`config.mk`:
```
export PLATFORM = sky130hd
export DESIGN_NAME = param_register_file
export DESIGN_NICKNAME = d
export VERILOG_FILES = /design/src/rtl/param_register_file.sv
export SDC_FILE = /design/constraint.sdc
export NUM_CORES = 1
export LEC_CHECK = 0
export CAP_MARGIN = 40
export CELL_PAD_IN_SITES_DETAIL_PLACEMENT = 1
export CELL_PAD_IN_SITES_GLOBAL_PLACEMENT = 2
export CORE_MARGIN = 3
export CORE_UTILIZATION = 40
export CTS_BUF_LIST = sky130_fd_sc_hd__clkbuf_4
export DETAILED_ROUTE_END_ITERATION = 8
export GPL_TIMING_DRIVEN = 0
export PLACE_DENSITY_LB_ADDON = 0.15
export SYNTH_ARGS = -nofsm -noshare
export SYNTH_HDL_FRONTEND = slang
export SYNTH_SLANG_ARGS = --single-unit
```
`constraint.sdc`:
```
create_clock -name clk -period 4.7 [get_ports clk]
set_input_delay 0.94 -clock clk [delete_from_list [all_inputs] [get_ports clk]]
set_output_delay 0.94 -clock clk [all_outputs]
set_load 0.01 [all_outputs]
```
`src/rtl/param_register_file.sv`:
```
// param_register_file
// Parametrised register file: N = 2**AW registers of W bits, index N-1 is the
// program counter. Two read ports (combinational), two write ports (port 4
// wins on a collision), optional same-cycle write-to-read forwarding, and a
// stallable PC with a configurable reset vector.
module param_register_file #(
   parameter int unsigned   W        = 32,
   parameter int unsigned   AW       = 4,
   parameter bit            BYPASS   = 1'b1,
   parameter logic [W-1:0]  PC_RESET = '0
) (
   input  logic          clk,
   input  logic          reset,
   input  logic [AW-1:0] A_1,
   input  logic [AW-1:0] A_2,
   input  logic [AW-1:0] A_3,
   input  logic [W-1:0]  WD3,
   input  logic          wen,
   input  logic [AW-1:0] A_4,
   input  logic [W-1:0]  WD4,
   input  logic          wen4,
   input  logic [W-1:0]  R15,
   input  logic          pc_wen,
   output logic [W-1:0]  RD1,
   output logic [W-1:0]  RD2,
   output logic [W-1:0]  PC_out
);

   localparam int unsigned   N      = 2**AW;
   localparam logic [AW-1:0] PC_IDX = AW'(N - 1);

   // General-purpose registers 0..N-2; the PC lives in its own register.
   logic [W-1:0] r_gpr [0:N-2];
   logic [W-1:0] r_pc;

   // Full N-entry view of the architectural state, indexed by read address.
   logic [W-1:0] w_view [0:N-1];

   // Per-register write strobes after port-4-over-port-3 priority.
   logic [N-2:0] w_we3;
   logic [N-2:0] w_we4;

   logic [W-1:0] w_rd1;
   logic [W-1:0] w_rd2;

   // Resolve one read port: forward pending write data (port 4 first) to a
   // general register address when forwarding is enabled and not in reset;
   // the PC index always returns the stored PC.
   function automatic logic [W-1:0] f_resolve(
      input logic [AW-1:0] addr,
      input logic [W-1:0]  stored,
      input logic          rst,
      input logic          we3,
      input logic [AW-1:0] a3,
      input logic [W-1:0]  wd3,
      input logic          we4,
      input logic [AW-1:0] a4,
      input logic [W-1:0]  wd4
   );
      logic [W-1:0] res;
      res = stored;
      if (BYPASS && !rst && (addr != PC_IDX)) begin
         if (we4 && (a4 == addr)) begin
            res = wd4;
         end else if (we3 && (a3 == addr)) begin
            res = wd3;
         end else begin
            res = stored;
         end
      end else begin
         res = stored;
      end
      return res;
   endfunction

   // Decode write addresses into per-register strobes; the PC index is never
   // decoded, so port writes to it fall on the floor.
   always_comb begin
      for (int k = 0; k < int'(N) - 1; k++) begin
         w_we4[k] = wen4 && (A_4 == AW'(k));
         w_we3[k] = wen && (A_3 == AW'(k)) && !w_we4[k];
      end
   end

   // Register array and PC update; reset overrides every write and the PC load.
   always_ff @(posedge clk) begin
      if (reset) begin
         for (int k = 0; k < int'(N) - 1; k++) begin
            r_gpr[k] <= '0;
         end
         r_pc <= PC_RESET;
      end else begin
         for (int k = 0; k < int'(N) - 1; k++) begin
            if (w_we4[k]) begin
               r_gpr[k] <= WD4;
            end else if (w_we3[k]) begin
               r_gpr[k] <= WD3;
            end else begin
               r_gpr[k] <= r_gpr[k];
            end
         end
         if (pc_wen) begin
            r_pc <= R15;
         end else begin
            r_pc <= r_pc;
         end
      end
   end

   // Assemble the addressable view: general registers followed by the PC.
   always_comb begin
      for (int k = 0; k < int'(N) - 1; k++) begin
         w_view[k] = r_gpr[k];
      end
      w_view[N-1] = r_pc;
   end

   // Read port 1 with optional forwarding.
   always_comb begin
      w_rd1 = f_resolve(A_1, w_view[A_1], reset, wen, A_3, WD3, wen4, A_4, WD4);
   end

   // Read port 2 with optional forwarding.
   always_comb begin
      w_rd2 = f_resolve(A_2, w_view[A_2], reset, wen, A_3, WD3, wen4, A_4, WD4);
   end

   assign RD1    = w_rd1;
   assign RD2    = w_rd2;
   assign PC_out = r_pc;

endmodule

```
==> flow_metrics.py <==
metrics = {
    "setup_path": {
        "path_buf_inv": 6,
        "worstPathArrival_ns": 3.78,
        "worst_ep_required_time_ns": 3.76,
        "max_stage_delay_ns": 0.61,
        "crit_fanout": 10,
        "cp-end-kind": "output port",
        "startpoint_type": "primary input",
        "crit_top_cell": "buf_6",
        "critPathTopFamily": "buffers and inverters",
        "path_cells": "clkdlybuf4s50_1 -> buf_6 -> buf_6 -> buf_6 -> buf_4 -> a211oi_1 -> nor3_1 -> a21oi_1 -> o21ai_2 -> clkdlybuf4s50_1",
        "crit_slowest_cell": "clkdlybuf4s50_1",
        "critPathKind": "primary input to output port",
    },
    "synthesis": {
        "netlist_instances": 2911,
        "ys_ff_latch": 512,
        "syn-num-nets": 3028,
        "synth-main-ff-cell": "edfxtp_1",
        "async_flop_share": 0,
        "synthDistinctLibCells": 41,
        "synth_edf_count": 480,
        "ys_warn_count": 0,
        "syn_area_um2": 30800,
        "ys_seq_area_frac": 0.488,
        "avgSynthCellArea_um2": 10.6,
    },
    "hold_path": {
        "hold_class": "primary input to register",
    },
    "place": {
        "placed_cells": 4181,
        "placement.io_buffers": 168,
        "gp_congestion": 0.937,
        "detailedPlacementHpwl_um": 115000,
    },
    "global_route": {
        "grt_util_met2": 0.602,
        "grt_max_degree": 33,
        "grt.overflow.total": 0,
        "top_usage_layer": "met2",
        "grtUsageTotal": 0.391,
        "use_met3": 0.115,
        "grt_antenna_before_repair": 7,
        "grt_pass1_wl_um": 223000,
        "grt_pass1_vias": 30900,
        "grt_use_met1": 0.485,
    },
    "clock_network": {
        "htree_levels": 4,
        "cts-root-buf": "clkbuf_4",
        "insertion_delay_ns": 1.04,
        "cts_sinks": 512,
        "cts_tree": "yes",
        "clockBufferDepth": 3,
        "path_clk_slew_ns": 0.06,
        "cts_buffers": 153,
        "cts_setup_buffers": 0,
    },
    "route": {
        "vias_per_cell": 6.76,
        "drc": 0,
        "drtPass1Iterations": 8,
        "dr.first_iter.drc_count": 4286,
        "postRouteAntennaNets": 0,
        "wl_per_cell_um": 36.2,
        "vias": 30100,
        "wl_um": 161000,
    },
    "floorplanning": {
        "die-width_um": 284,
        "num_rows": 101,
        "die_y_um": 284,
        "die_area_um2": 80400,
        "core_area_um2": 76200,
        "start_util": 0.405,
        "ios": 213,
    },
    "cells_and_area": {
        "drive_gt1_frac": 0.224,
        "final_common_cell": "edfxtp_1",
        "stdcell_count": 4452,
        "nets": 3418,
        "final_cell_mix": "480 x edfxtp_1, 458 x o21ai_0, 454 x nand2_1, 234 x clkbuf_4, 165 x clkbuf_1",
        "syn2layout_area_growth_pct": 21.6,
    },
    "sta": {
        "final_hold_viol_count": 0,
        "min_period_ns": 4.72,
        "fin_hold_ws_ns": 0.396,
        "setup_viol": 2,
        "finalClockSkew_ns": 0,
        "tightest_slew_ns": 1.04,
        "fmaxAchievable_ghz": 0.212,
        "setup_slack_ns": -0.0188,
        "report.final.slew_viol_count": 0,
        "slew-limit-headroom": 0.303,
        "fin_crit_sh": 1.00,
    },
    "status": {
        "outcome": "finished, violations left",
        "failed_checks": "setup timing",
    },
    "power": {
        "p_per_area_nw_per_um2": 343,
        "leakagePower_uw": 0.0128,
        "irDropWorstVdd_uv": 166,
    },
    "run": {
        "max_cap_viol_count": 0,
    },
}
[tightest hold or removal path, cell delays in order]
cell      delay, ns
clkbuf_1       0.17
nand2_1        0.09
o21ai_0        0.08
[logic make-up after synthesis]
family / count (synthesis) / share of synthesized area
DFF: 512 / 0.488
buffers and inverters: 362 / 0.0500
and+or+nand+nor: 793 / 0.118
AOI/OAI and AO/OA: 875 / 0.169
muxes: 353 / 0.170
xor gates and xnor gates: 16 / 0.00455
[cell type report]
type | count | area (µm²)
diodes | 7 | 17.5
plain buffers | 355 | 1770
clock buffers | 217 | 1630
clock inverters | 52 | 348
fillers | 8359 | 38700
inverters | 2 | 7.51
multi-input cells | 2037 | 14600
flip-flops and latches | 512 | 15100
well taps | 1030 | 1290
repair buffers | 240 | 2800
[flip-flops by register name (all words and copies together) (netlist names)]
| signal | count |
|---|---|
| r_gpr | 480 |
| PC_out | 32 |
[synth_stat cells, types with 5 or more instances]
| library cell | count | area (µm²) |
|---|---|---|
| edfxtp_1 | 480 | 14400 |
| nor4_4 | 7 | 149 |
| a22o_1 | 32 | 280 |
| buf_4 | 7 | 52.6 |
| or3_1 | 6 | 37.5 |
| or2_2 | 5 | 31.3 |
| nand3_1 | 6 | 30.0 |
| o22ai_1 | 63 | 394 |
| dfxtp_1 | 32 | 641 |
| nor3_4 | 7 | 114 |
| nand2_1 | 454 | 1700 |
| mux4_2 | 130 | 2930 |
| nor2b_1 | 63 | 394 |
| a211oi_1 | 63 | 473 |
| xnor2_1 | 13 | 114 |
| mux2i_1 | 159 | 1590 |
| nor2_1 | 121 | 454 |
| a221oi_1 | 63 | 552 |
| clkbuf_1 | 223 | 837 |
| nor3_1 | 76 | 380 |
| buf_2 | 122 | 611 |
| o21ai_1 | 52 | 260 |
| o21ai_0 | 471 | 2360 |
| nand2b_1 | 37 | 231 |
| a21oi_1 | 64 | 320 |
| a32oi_1 | 64 | 561 |
| mux2_2 | 64 | 721 |
[stage by stage]
stage	setup WS [ns]	area, µm²	setup TNS, ns	utilization	total power, µW
finish	-0.0188	37500	-0.0250	0.492	12800
global route	-0.00163	37500	-0.00163	0.492	13200
CTS	-0.0161	37300	-0.0491	0.490	12700
detailed placement	-0.963	35000	-43.67	0.460	8180
global placement	-4.41	33800	-1321.95	0.444	8000
floorplan	0.292	30800	0	-	7010
[layer usage]
layer	wire [µm]	part of all wire
met5	27	0.00017
met4	11300	0.070
met3	20000	0.12
met2	71100	0.44
met1	58500	0.36
[power by group]
group          internal, µW  total, µW  switching (µW)
combinational          1040       2520            1470
sequential             5470       5710             235
clock                  2400       4620            2220
[timing repair]
item                                   4_1_cts  5_1_grt
endpoints found under the hold margin        0        0
hold buffers                                 0        0
setup endpoints to repair                   64       48
pin swaps                                    0        2
resized for setup                          131       54
gates cloned                                 0        0
[worst paths after layout]
check             cells past startpoint      endpoint        from  slack [ns]
hold / removal                        3  r_gpr[1][12]     WD3[12]        0.40
setup reg to reg                      2    PC_out[31]  PC_out[31]        3.80
setup / recovery                     10        RD1[0]      A_1[1]       -0.02
hold reg to reg                       2    PC_out[20]  PC_out[20]        0.55
Power figures use the tool's default switching activity.
